===== src/rtl/mem_arbiter.sv =====
// mem_arbiter: single-port memory arbiter and sequencer shared by the IF-stage
// fetch and the MEM-stage load/store. It runs one bus transaction at a time,
// and a data access wins over a fetch. A flushed fetch drains on the bus
// without returning data.
//
// Ports:
//   i_clk, i_rst_n       clock; asynchronous active-low reset
//   i_flush              pipeline flush (affects fetches only)
//   i_inst_*, o_inst_*   fetch request/address, fetched word and done pulse
//   i_data_*, o_data_*   load/store request, controls, load data and done pulse
//   o_bus_*, i_bus_*     SRAM-style bus: req/we/sel/addr/wdata out, ack/rdata in
//   o_stallreq_if/_mem   per-stage stall requests (combinational)
//   o_bus_err            timeout pulse (tied 0 without the timeout feature)
//
// Build option: define MEM_ARB_TIMEOUT_EN to abort a transaction that has
// waited TIMEOUT cycles for i_bus_ack.
module mem_arbiter #(
  parameter int unsigned TIMEOUT = 15
) (
  input  logic        i_clk,
  input  logic        i_rst_n,
  input  logic        i_flush,
  input  logic        i_inst_req,
  input  logic [31:0] i_inst_addr,
  output logic [31:0] o_inst_rdata,
  output logic        o_inst_done,
  input  logic        i_data_req,
  input  logic        i_data_we,
  input  logic [3:0]  i_data_sel,
  input  logic [31:0] i_data_addr,
  input  logic [31:0] i_data_wdata,
  output logic [31:0] o_data_rdata,
  output logic        o_data_done,
  output logic        o_bus_req,
  output logic        o_bus_we,
  output logic [3:0]  o_bus_sel,
  output logic [31:0] o_bus_addr,
  output logic [31:0] o_bus_wdata,
  input  logic        i_bus_ack,
  input  logic [31:0] i_bus_rdata,
  output logic        o_stallreq_if,
  output logic        o_stallreq_mem,
  output logic        o_bus_err
);

  typedef enum logic [1:0] {StIdle, StInst, StData, StDrop} state_e;

  state_e      r_state;
  state_e      w_state_next;
  logic        r_bus_we;
  logic [3:0]  r_bus_sel;
  logic [31:0] r_bus_addr;
  logic [31:0] r_bus_wdata;
  logic [31:0] r_inst_rdata;
  logic [31:0] r_data_rdata;
  logic        r_inst_done;
  logic        r_data_done;
  logic        r_bus_err;

  logic        w_grant_inst;
  logic        w_grant_data;
  logic        w_inst_done;
  logic        w_data_done;
  logic        w_err;
  logic        w_timeout;
  logic [31:0] w_ack_rdata;

  // Data returned with a done pulse; a timed-out access returns 0.
  assign w_ack_rdata = i_bus_ack ? i_bus_rdata : 32'h0;

`ifdef MEM_ARB_TIMEOUT_EN
  logic [7:0] r_cnt;

  // Fires on the cycle the wait counter would reach TIMEOUT.
  assign w_timeout = o_bus_req && !i_bus_ack && (r_cnt == 8'(TIMEOUT - 1));

  always_ff @(posedge i_clk or negedge i_rst_n) begin
    if (!i_rst_n) begin
      r_cnt <= 8'h0;
    end else if (w_grant_inst || w_grant_data) begin
      r_cnt <= 8'h0;
    end else if (o_bus_req && !i_bus_ack) begin
      r_cnt <= r_cnt + 8'd1;
    end
  end
`else
  logic w_unused_timeout;
  assign w_unused_timeout = (TIMEOUT != 0);
  assign w_timeout        = 1'b0;
`endif

  always_comb begin
    w_state_next = r_state;
    w_grant_inst = 1'b0;
    w_grant_data = 1'b0;
    w_inst_done  = 1'b0;
    w_data_done  = 1'b0;
    w_err        = 1'b0;
    unique case (r_state)
      StIdle: begin
        // No grant in a done cycle, so a requester still high there cannot retrigger.
        if (!r_inst_done && !r_data_done) begin
          if (i_data_req) begin
            w_grant_data = 1'b1;
            w_state_next = StData;
          end else if (i_inst_req && !i_flush) begin
            w_grant_inst = 1'b1;
            w_state_next = StInst;
          end
        end
      end
      StInst: begin
        if (i_bus_ack || w_timeout) begin
          w_state_next = StIdle;
          w_inst_done  = !i_flush;
          w_err        = w_timeout;
        end else if (i_flush) begin
          w_state_next = StDrop;
        end
      end
      StData: begin
        if (i_bus_ack || w_timeout) begin
          w_state_next = StIdle;
          w_data_done  = 1'b1;
          w_err        = w_timeout;
        end
      end
      StDrop: begin
        if (i_bus_ack || w_timeout) begin
          w_state_next = StIdle;
          w_err        = w_timeout;
        end
      end
      default: w_state_next = StIdle;
    endcase
  end

  always_ff @(posedge i_clk or negedge i_rst_n) begin
    if (!i_rst_n) begin
      r_state      <= StIdle;
      r_bus_we     <= 1'b0;
      r_bus_sel    <= 4'h0;
      r_bus_addr   <= 32'h0;
      r_bus_wdata  <= 32'h0;
      r_inst_rdata <= 32'h0;
      r_data_rdata <= 32'h0;
      r_inst_done  <= 1'b0;
      r_data_done  <= 1'b0;
      r_bus_err    <= 1'b0;
    end else begin
      r_state     <= w_state_next;
      r_inst_done <= w_inst_done;
      r_data_done <= w_data_done;
      r_bus_err   <= w_err;
      if (w_grant_data) begin
        r_bus_we    <= i_data_we;
        r_bus_sel   <= i_data_sel;
        r_bus_addr  <= i_data_addr;
        r_bus_wdata <= i_data_wdata;
      end else if (w_grant_inst) begin
        r_bus_we    <= 1'b0;
        r_bus_sel   <= 4'hF;
        r_bus_addr  <= i_inst_addr;
        r_bus_wdata <= 32'h0;
      end
      if (w_inst_done) begin
        r_inst_rdata <= w_ack_rdata;
      end
      if (w_data_done) begin
        r_data_rdata <= r_bus_we ? 32'h0 : w_ack_rdata;
      end
    end
  end

  assign o_bus_req      = (r_state != StIdle);
  assign o_bus_we       = r_bus_we;
  assign o_bus_sel      = r_bus_sel;
  assign o_bus_addr     = r_bus_addr;
  assign o_bus_wdata    = r_bus_wdata;
  assign o_inst_rdata   = r_inst_rdata;
  assign o_inst_done    = r_inst_done;
  assign o_data_rdata   = r_data_rdata;
  assign o_data_done    = r_data_done;
  assign o_bus_err      = r_bus_err;
  assign o_stallreq_if  = i_inst_req & ~r_inst_done;
  assign o_stallreq_mem = i_data_req & ~r_data_done;

endmodule


===== config.mk =====
export PLATFORM = sky130hd
export DESIGN_NAME = mem_arbiter
export DESIGN_NICKNAME = d
export VERILOG_FILES = /design/src/rtl/mem_arbiter.sv
export SDC_FILE = /design/constraint.sdc
export NUM_CORES = 1
export LEC_CHECK = 0
export BUFFER_PORTS_ARGS = -buffer_cell sky130_fd_sc_hd__buf_2
export CORE_ASPECT_RATIO = 0.9
export CORE_MARGIN = 1.5
export CORE_UTILIZATION = 51
export CTS_CLUSTER_SIZE = 25
export DETAILED_ROUTE_END_ITERATION = 6
export HOLD_SLACK_MARGIN = 0.1
export PLACE_DENSITY = 0.93
export SYNTH_ARGS = -nofsm -noshare
export SYNTH_HDL_FRONTEND = slang
export SYNTH_SLANG_ARGS = --single-unit

===== constraint.sdc =====
create_clock -name i_clk -period 3.1 [get_ports i_clk]
set_input_delay 0.31 -clock i_clk [delete_from_list [all_inputs] [get_ports i_clk]]
set_output_delay 0.31 -clock i_clk [all_outputs]
set_load 0.05 [all_outputs]

**Yosys cells after proc, flatten, opt, wreduce, memory -nomap -nowiden**

Index checks and enable logic that the tools add are counted.

- Add/subtract/negate cells: 0
- $mul: 0
- Div/mod/pow operators: 0
- Order comparisons: 0
- Equality and inequality tests: 7
- Shifts and indexed selects: 0
- Mux-type cells: 28
- Bitwise gates (word level): 4
- Reduce and logical (&&, ||, !) cells: 10

Operators with widths:

| operator | number |
|---|---|
| 32-bit 2-to-1 mux | 6 |
| 1-bit 2-to-1 mux | 13 |
| 2-bit 2-to-1 mux | 6 |
| 4-bit 2-to-1 mux | 2 |
| 3-bit inequality test, second input constant | 2 |
| 2-bit one-hot mux with 3 select lines | 1 |
| 2-bit equality test, second input constant | 2 |
| 4-bit AND reduction | 1 |
| 2-bit nonzero test | 2 |
| 1-bit zero test | 3 |
| 1-bit bitwise AND | 2 |
| 2-bit by 1-bit equality test with 1-bit output, second input constant | 1 |
| 1-bit logical AND | 2 |
| 2-bit zero test | 1 |
| 2-bit by 1-bit inequality test with 1-bit output, second input constant | 1 |
| 2-bit inequality test, second input constant | 1 |
| 1-bit inverter | 2 |
| 2-bit OR reduction | 1 |

- Bits in registers: 137
- Latch bits: 0
- Memory bits (writable): 0
- Bits in read-only memories: 0
- Output and inout port bits: 139
- Word-level logic and storage cells: 58
- Memories: 0

**Depth between registers and ports, before layout**

Gate-level depths: netlist of run 1.

- Word-level depth: 8
- Mapped depth: 5
- Gate-level depth less buffers: 3

**Worst setup path after synthesis of run 1**

Ideal clock, no wire load.

- Path type: input to output
- From: input port i_data_req
- To: output port o_stallreq_mem
- Arrival time: 1.608 ns
- Slack: 1.182 ns
- Stages on the path: 4
- Path buffers: 3
- Cell sequence: buf_2 > buf_2 > clkbuf_1 > nor2b_1

- Cells in the longest elaborated chain, start to end: 1

RTL lines:

| item | RTL line | RTL |
|---|---|---|
| start: declaration | 27 | `input logic i_data_req,` |
| 1-bit bitwise AND | 186 | `assign o_stallreq_mem = i_data_req & ~r_data_done;` |
| end: declaration | 42 | `output logic o_stallreq_mem,` |

Every way passes these cells.

**Final worst setup path of run 1**

- From: register r_state[0]
- To: register r_data_rdata[13] (netlist: o_data_rdata[13])

- Cells in the longest elaborated chain, start to end: 2

RTL lines:

| item | RTL line | RTL |
|---|---|---|
| start: declaration | 48 | `state_e r_state;` |
| start signal: assignment | 140 | `r_state <= StIdle;` |
| start signal: assignment | 151 | `r_state <= w_state_next;` |
| 2-bit equality test | 99 | `unique case (r_state)` |
| 1-bit 2-to-1 mux | 99 |  |
| end signal: assignment | 170 | `r_data_rdata <= r_bus_we ? 32'h0 : w_ack_rdata;` |
| end: declaration | 55 | `logic [31:0] r_data_rdata;` |

Every way passes these cells.
A chain may end at the register's enable or synchronous reset.

==> results of run 1 <==
-- routing by layer --
metal	up-vias	routed length, um	global-route usage [%]
li1	2445	-	-
met2	258	8461	47.48
met4	4	405	11.46
met1	2580	6699	33.27
met5	-	26	0
met3	39	1431	9.496
-- cell usage in the layout (no fill, tap or decap), types with 29 or more instances in the layout --
cell type,instances
buf_2,275
dfrtp_1,137
nand2_1,67
nor2b_1,34
a22o_1,33
nand2b_1,32
o21ai_0,32
nand4b_1,32
a32oi_1,32
nand3_1,32
mux2_1,29
-- Yosys cell counts, types with 2 or more instances --
cell type,n
a22o_1,33
a32oi_1,32
buf_1,5
buf_2,21
buf_4,4
clkbuf_1,21
dfrtp_1,137
inv_1,2
mux2_1,29
mux2_2,3
nand2_1,67
nand2b_1,32
nand3_1,32
nand4b_1,32
nor2b_1,35
o21ai_0,32
o22a_1,4
-- power groups by stage --
| stage | logic [mW] | clock network (mW) | registers (mW) |
|---|---|---|---|
| finish | 5.58 | 2.03 | 3.13 |
| global route | 5.85 | 2.14 | 3.24 |
| CTS | 5.60 | 2.07 | 3.13 |
| detailed placement | 5.57 | 0 | 3.13 |
| global placement | 5.48 | 0 | 3.08 |
| floorplan | 1.34 | 0 | 5.94 |
-- area by class of cell --
class / count / area [um^2]
Fill cell: 810 / 3327
Multi-Input combinational cell: 343 / 2345
Timing Repair Buffer: 292 / 1530
Tap cell: 156 / 195.2
Clock buffer: 21 / 480.5
Inverter: 2 / 7.507
Clock inverter: 11 / 118.9
Sequential cell: 137 / 3428
Antenna cell: 1 / 2.502
-- cell families (layout without fill, tap and decap cells) --
group | Yosys count | count (layout) | share of synthesized area, %
mux | 32 | 32 | 6.005
compound gates | 106 | 106 | 13.30
flops | 137 | 137 | 57.13
simple gates | 204 | 204 | 19.50
buf+inv | 53 | 326 | 4.003
other cells | 1 | 2 | 0.06249
-- critical path, stage by stage, from the launching register on --
cell	delay (ns)
dfrtp_1	0.45
nand3b_1	0.78
buf_4	0.50
nand2_1	0.11
o21ai_0	0.11
-- registers in the layout, indices dropped and copies added, names as in the netlist --
register,cells
o_bus_addr,32
o_bus_wdata,32
o_data_rdata,32
o_inst_rdata,32
o_bus_sel,4
r_state,2
o_bus_we,1
o_data_done,1
o_inst_done,1
-- worst max path at each step --
stage / depth (start not counted) / from / endpoint / slack, ns
finish: 4 / r_state[0] / o_data_rdata[13] / 0.99
global route: 4 / r_state[0] / o_data_rdata[13] / 0.75
CTS: 3 / r_state[0] / o_data_rdata[13] / 0.96
detailed placement: 4 / r_state[0] / o_data_rdata[19] / 1.00
floorplan: 4 / i_data_req / o_stallreq_mem / 1.18
global placement: 4 / r_state[0] / o_data_rdata[17] / 1.11
-- timing repair --
item | CTS | global route
hold buffers | 4 | 0
resized for setup | 0 | 0
hold endpoints to repair | 63 | 0
==> impl_metrics.env, run 1 <==
export IMPL_status="completed"
export IMPL_placementRows=37
export IMPL_dp_cells=926
export IMPL_synth_top_cell_area_share_pct=57.13
export IMPL_hold_viol_final=0
export IMPL_numClockSinks=137
export IMPL_sequentialPowerShare_pct=29.2
export IMPL_preCtsSetupSlack_ns=1.000
export IMPL_start_kind="register"
export IMPL_slew_violations=0
export IMPL_hold_depth=2
export IMPL_clock_power_share_pct=18.9
export IMPL_swShare_pct=51.30
export IMPL_synth_edf_count=0
export IMPL_grt_pass1_wl_um=27310
export IMPL_dpl_hpwl_um=11660
export IMPL_netlist_area_um2=6001
export IMPL_post_cts_setup_buffers=0
export IMPL_final_area_um2=8108
export IMPL_post_dp_cell_area_um2=7466
export IMPL_setup_viol=0
export IMPL_fin_crit_sh_pct=67.97
export IMPL_synth_distinct_cells=29
export IMPL_total_power_mw=10.74
export IMPL_worstPathArrival_ns=2.38
export IMPL_finalCriticalPeriod_ns=2.107
export IMPL_syn_avg_cell_area_um2=11.26
export IMPL_antenna_found_initial=3
export IMPL_fin_skew_ns=0.007935
export IMPL_r2r_slack_ns=0.99
export IMPL_drt_pass1_iterations=5
export IMPL_ant_nets=0
export IMPL_nets=932
export IMPL_yosysWarnings=0
export IMPL_io_buffers=276
export IMPL_hold_start="i_data_wdata[5]"
export IMPL_vias=5326
export IMPL_grt_total_usage_pct=28.13
export IMPL_power_internal_mw=5.231
export IMPL_die_x_um=117.3
export IMPL_cts_tree="built"
export IMPL_grt_ovfl_total=0
export IMPL_h_tree_depth=4
export IMPL_clkTransAtPathRegs_ns=0.06
export IMPL_crit_type="register to register"
export IMPL_synth_async_sr_flop_share_pct=100.0
export IMPL_p_comb_share_pct=51.9
export IMPL_finalWirelength_um=17020
export IMPL_rsz0062_at_grt="no"
export IMPL_p_sw_mw=5.510
export IMPL_start_util_pct=52.48
export IMPL_clk_latency_ns=0.42
export IMPL_cp_max_fo=30
export IMPL_grt_max_degree=79
export IMPL_synthTopCellsByArea="dfrtp_1 (57%), mux2_1 (5.4%), a22o_1 (4.8%)"
export IMPL_whs_endpoint="o_bus_wdata[5]"
export IMPL_grt_pass1_vias=5234
export IMPL_drv_cap=0
export IMPL_routed_via_density=5.531
export IMPL_drtIter0Drc=499
export IMPL_fmax_mhz=474.6
export IMPL_cts_root_buf="clkbuf_16"
export IMPL_tns_ns=0
export IMPL_drive_gt1_share_pct=40.69
export IMPL_ys_seq_area_share_pct=57.13
export IMPL_yosys_area_top_type="dfrtp_1"
export IMPL_setup_ws_ns=0.9931
export IMPL_die_y_um=105.9
export IMPL_ys_flop_type="dfrtp_1"
export IMPL_core_area_um2=11430
export IMPL_gp_congestion=0.8049
export IMPL_synth_seq_cells=137
export IMPL_syn_nets=672
export IMPL_required_ns=3.38
export IMPL_fin_cells=963
export IMPL_min_path_type="input port to register"
export IMPL_die_area_um2=12430
export IMPL_drc=0
export IMPL_endpoint_kind="register"
export IMPL_maxSlewHeadroom_pct=33.76
export IMPL_routedWlPerCell_um=17.68
export IMPL_utilization_pct=70.90
export IMPL_hold_slack_ns=0.1164
export IMPL_r2r_cells=4
export IMPL_area_growth_pct=35.11
export IMPL_ir_drop_uv=880.5
export IMPL_power_per_cell_area_nw_per_um2=1325
export IMPL_cts_buffer_depth=2
export IMPL_boundaryPins=278
export IMPL_worst_slew_pin_slew_ns=0.9906
export IMPL_synth_cells=533
export IMPL_cts_buffers=17
export IMPL_r2r_end="o_data_rdata[13]"
export IMPL_r2r_start="r_state[0]"
export IMPL_p_leak_nw=4.116
Power figures use the tool's default switching activity.
==> run 2, diff against run 1 <==
CORE_UTILIZATION = 47   (was 51)
PLACE_DENSITY = 0.87   (was 0.93)
clock period = 1.95 ns   (was 3.1 ns; I/O delays follow)
==> impl_metrics.env, run 2 (same netlist as run 1, synthesis figures left out) <==
export IMPL_placementRows=38
export IMPL_io_buffers=276
export IMPL_clkTransAtPathRegs_ns=0.06
export IMPL_slew_violations=0
export IMPL_crit_type="register to register"
export IMPL_fin_crit_sh_pct=88.41
export IMPL_dpl_hpwl_um=11660
export IMPL_cts_root_buf="clkbuf_16"
export IMPL_grt_pass1_wl_um=32000
export IMPL_setup_viol=0
export IMPL_die_y_um=110.2
export IMPL_tns_ns=0
export IMPL_gp_congestion=0.7717
export IMPL_required_ns=2.23
export IMPL_cts_buffer_depth=2
export IMPL_p_leak_nw=4.716
export IMPL_sequentialPowerShare_pct=28.5
export IMPL_total_power_mw=17.69
export IMPL_drv_cap=0
export IMPL_start_kind="register"
export IMPL_drtIter0Drc=484
export IMPL_status="completed"
export IMPL_maxSlewHeadroom_pct=60.29
export IMPL_cp_max_fo=23
export IMPL_h_tree_depth=4
export IMPL_r2r_start="o_data_done"
export IMPL_boundaryPins=278
export IMPL_die_area_um2=13460
export IMPL_vias=6061
export IMPL_grt_pass1_vias=6153
export IMPL_cts_resized=0
export IMPL_nets=1070
export IMPL_post_cts_setup_buffers=0
export IMPL_r2r_cells=4
export IMPL_worst_slew_pin_slew_ns=0.5957
export IMPL_drive_gt1_share_pct=35.38
export IMPL_p_comb_share_pct=53.2
export IMPL_finalCriticalPeriod_ns=1.724
export IMPL_ant_nets=0
export IMPL_clk_latency_ns=0.41
export IMPL_post_dp_cell_area_um2=7586
export IMPL_die_x_um=122.1
export IMPL_utilization_pct=77.82
export IMPL_numClockSinks=137
export IMPL_hold_start="i_inst_req"
export IMPL_rsz0062_at_grt="no"
export IMPL_cts_tree="built"
export IMPL_routed_via_density=5.485
export IMPL_grt_ovfl_total=0
export IMPL_cp_slowest_cell="nor4_4"
export IMPL_hold_depth=3
export IMPL_worstPathArrival_ns=2.01
export IMPL_area_growth_pct=59.07
export IMPL_grt_total_usage_pct=31.47
export IMPL_cts_buffers=17
export IMPL_endpoint_kind="register"
export IMPL_final_cell_mix="buf_2 (275), dfrtp_1 (137), dlygate4sd3_1 (135)"
export IMPL_worstSetupStartpoint="o_data_done"
export IMPL_slowest_delay_ns=0.45
export IMPL_final_area_um2=9545
export IMPL_fmax_mhz=580.0
export IMPL_p_sw_mw=9.117
export IMPL_final_common_cell="buf_2"
export IMPL_finalWirelength_um=21400
export IMPL_routedWlPerCell_um=19.36
export IMPL_power_per_cell_area_nw_per_um2=1854
export IMPL_power_internal_mw=8.578
export IMPL_core_area_um2=12270
export IMPL_clock_power_share_pct=18.3
export IMPL_hold_buffers=135
export IMPL_path_cells="nor4_4 -> o21ai_2 -> buf_12 -> a22o_1"
export IMPL_ir_drop_uv=1378
export IMPL_swShare_pct=51.52
export IMPL_start_util_pct=48.92
export IMPL_min_path_type="input port to register"
export IMPL_drc=0
export IMPL_grt_max_degree=67
export IMPL_antenna_found_initial=0
export IMPL_hold_viol_final=0
export IMPL_fin_skew_ns=0.01081
export IMPL_drt_pass1_iterations=5
-- run 2: changes by cell type in the layout (fill, tap and decap cells not counted) --
cell / before / now
dlygate4sd3_1: 4 / 135
buf_12: 1 / 6
clkinv_2: 5 / 1
buf_4: 11 / 13
inv_6: 1 / 3
clkbuf_1: 0 / 1
clkbuf_8: 4 / 3
clkinvlp_4: 1 / 2
inv_8: 0 / 1
-- run 2: final timing paths --
check                              endpoint  slack [ns]
setup reg to reg            o_bus_wdata[30]        0.23
setup / recovery            o_bus_wdata[30]        0.23
hold / removal                   r_state[0]        0.12
min in group asynchronous  o_inst_rdata[20]        0.31
max in group asynchronous     o_bus_addr[7]        0.99
hold reg to reg             o_data_rdata[5]        0.47
-- run 2: power by group through the flow --
stage | Sequential [mW] | Clock [mW] | Combinational, mW
after floorplan | 9.44 | 0 | 2.13
after global placement | 4.88 | 0 | 8.83
after detailed placement | 4.93 | 0 | 8.99
after CTS | 4.93 | 3.27 | 9.21
after global routing | 5.17 | 3.39 | 9.81
final | 5.04 | 3.24 | 9.41
-- run 2: final cells by class --
class	count	area (um^2)
Antenna cell	1	2.502
Clock buffer	21	470.5
Clock inverter	11	135.1
Fill cell	673	2721
Inverter	2	7.507
Multi-Input combinational cell	343	2345
Sequential cell	137	3428
Tap cell	160	200.2
Timing Repair Buffer	430	2957
-- run 2: routing by layer --
layer | vias up | routed length (um) | global-route usage, %
met1 | 2889 | 7719 | 35.16
met4 | 0 | 687 | 13.70
met5 | - | 0 | 0
met2 | 384 | 10960 | 55.14
li1 | 2718 | - | -
met3 | 70 | 2032 | 10.70
-- run 2: through the flow --
step           worst slack (ns)  cells  hold WS [ns]
6_report                 0.2259   1105        0.1243
2_1_floorplan            0.2276    533       -0.1006
3_5_place_dp             0.2337    937        0.2116
4_1_cts                  0.2119   1104        0.1007
5_1_grt                  0.1233   1104        0.1416
3_3_place_gp             0.2828    937        0.2173
-- run 2: worst max-delay path, delay by kind of cell (launching register included) --
family	cells	cell delay, ns
AND/OR/NAND/NOR	1	0.45
buffers and inverters	1	0.24
AO/OA/AOI/OAI	2	0.48
flip-flops	1	0.42
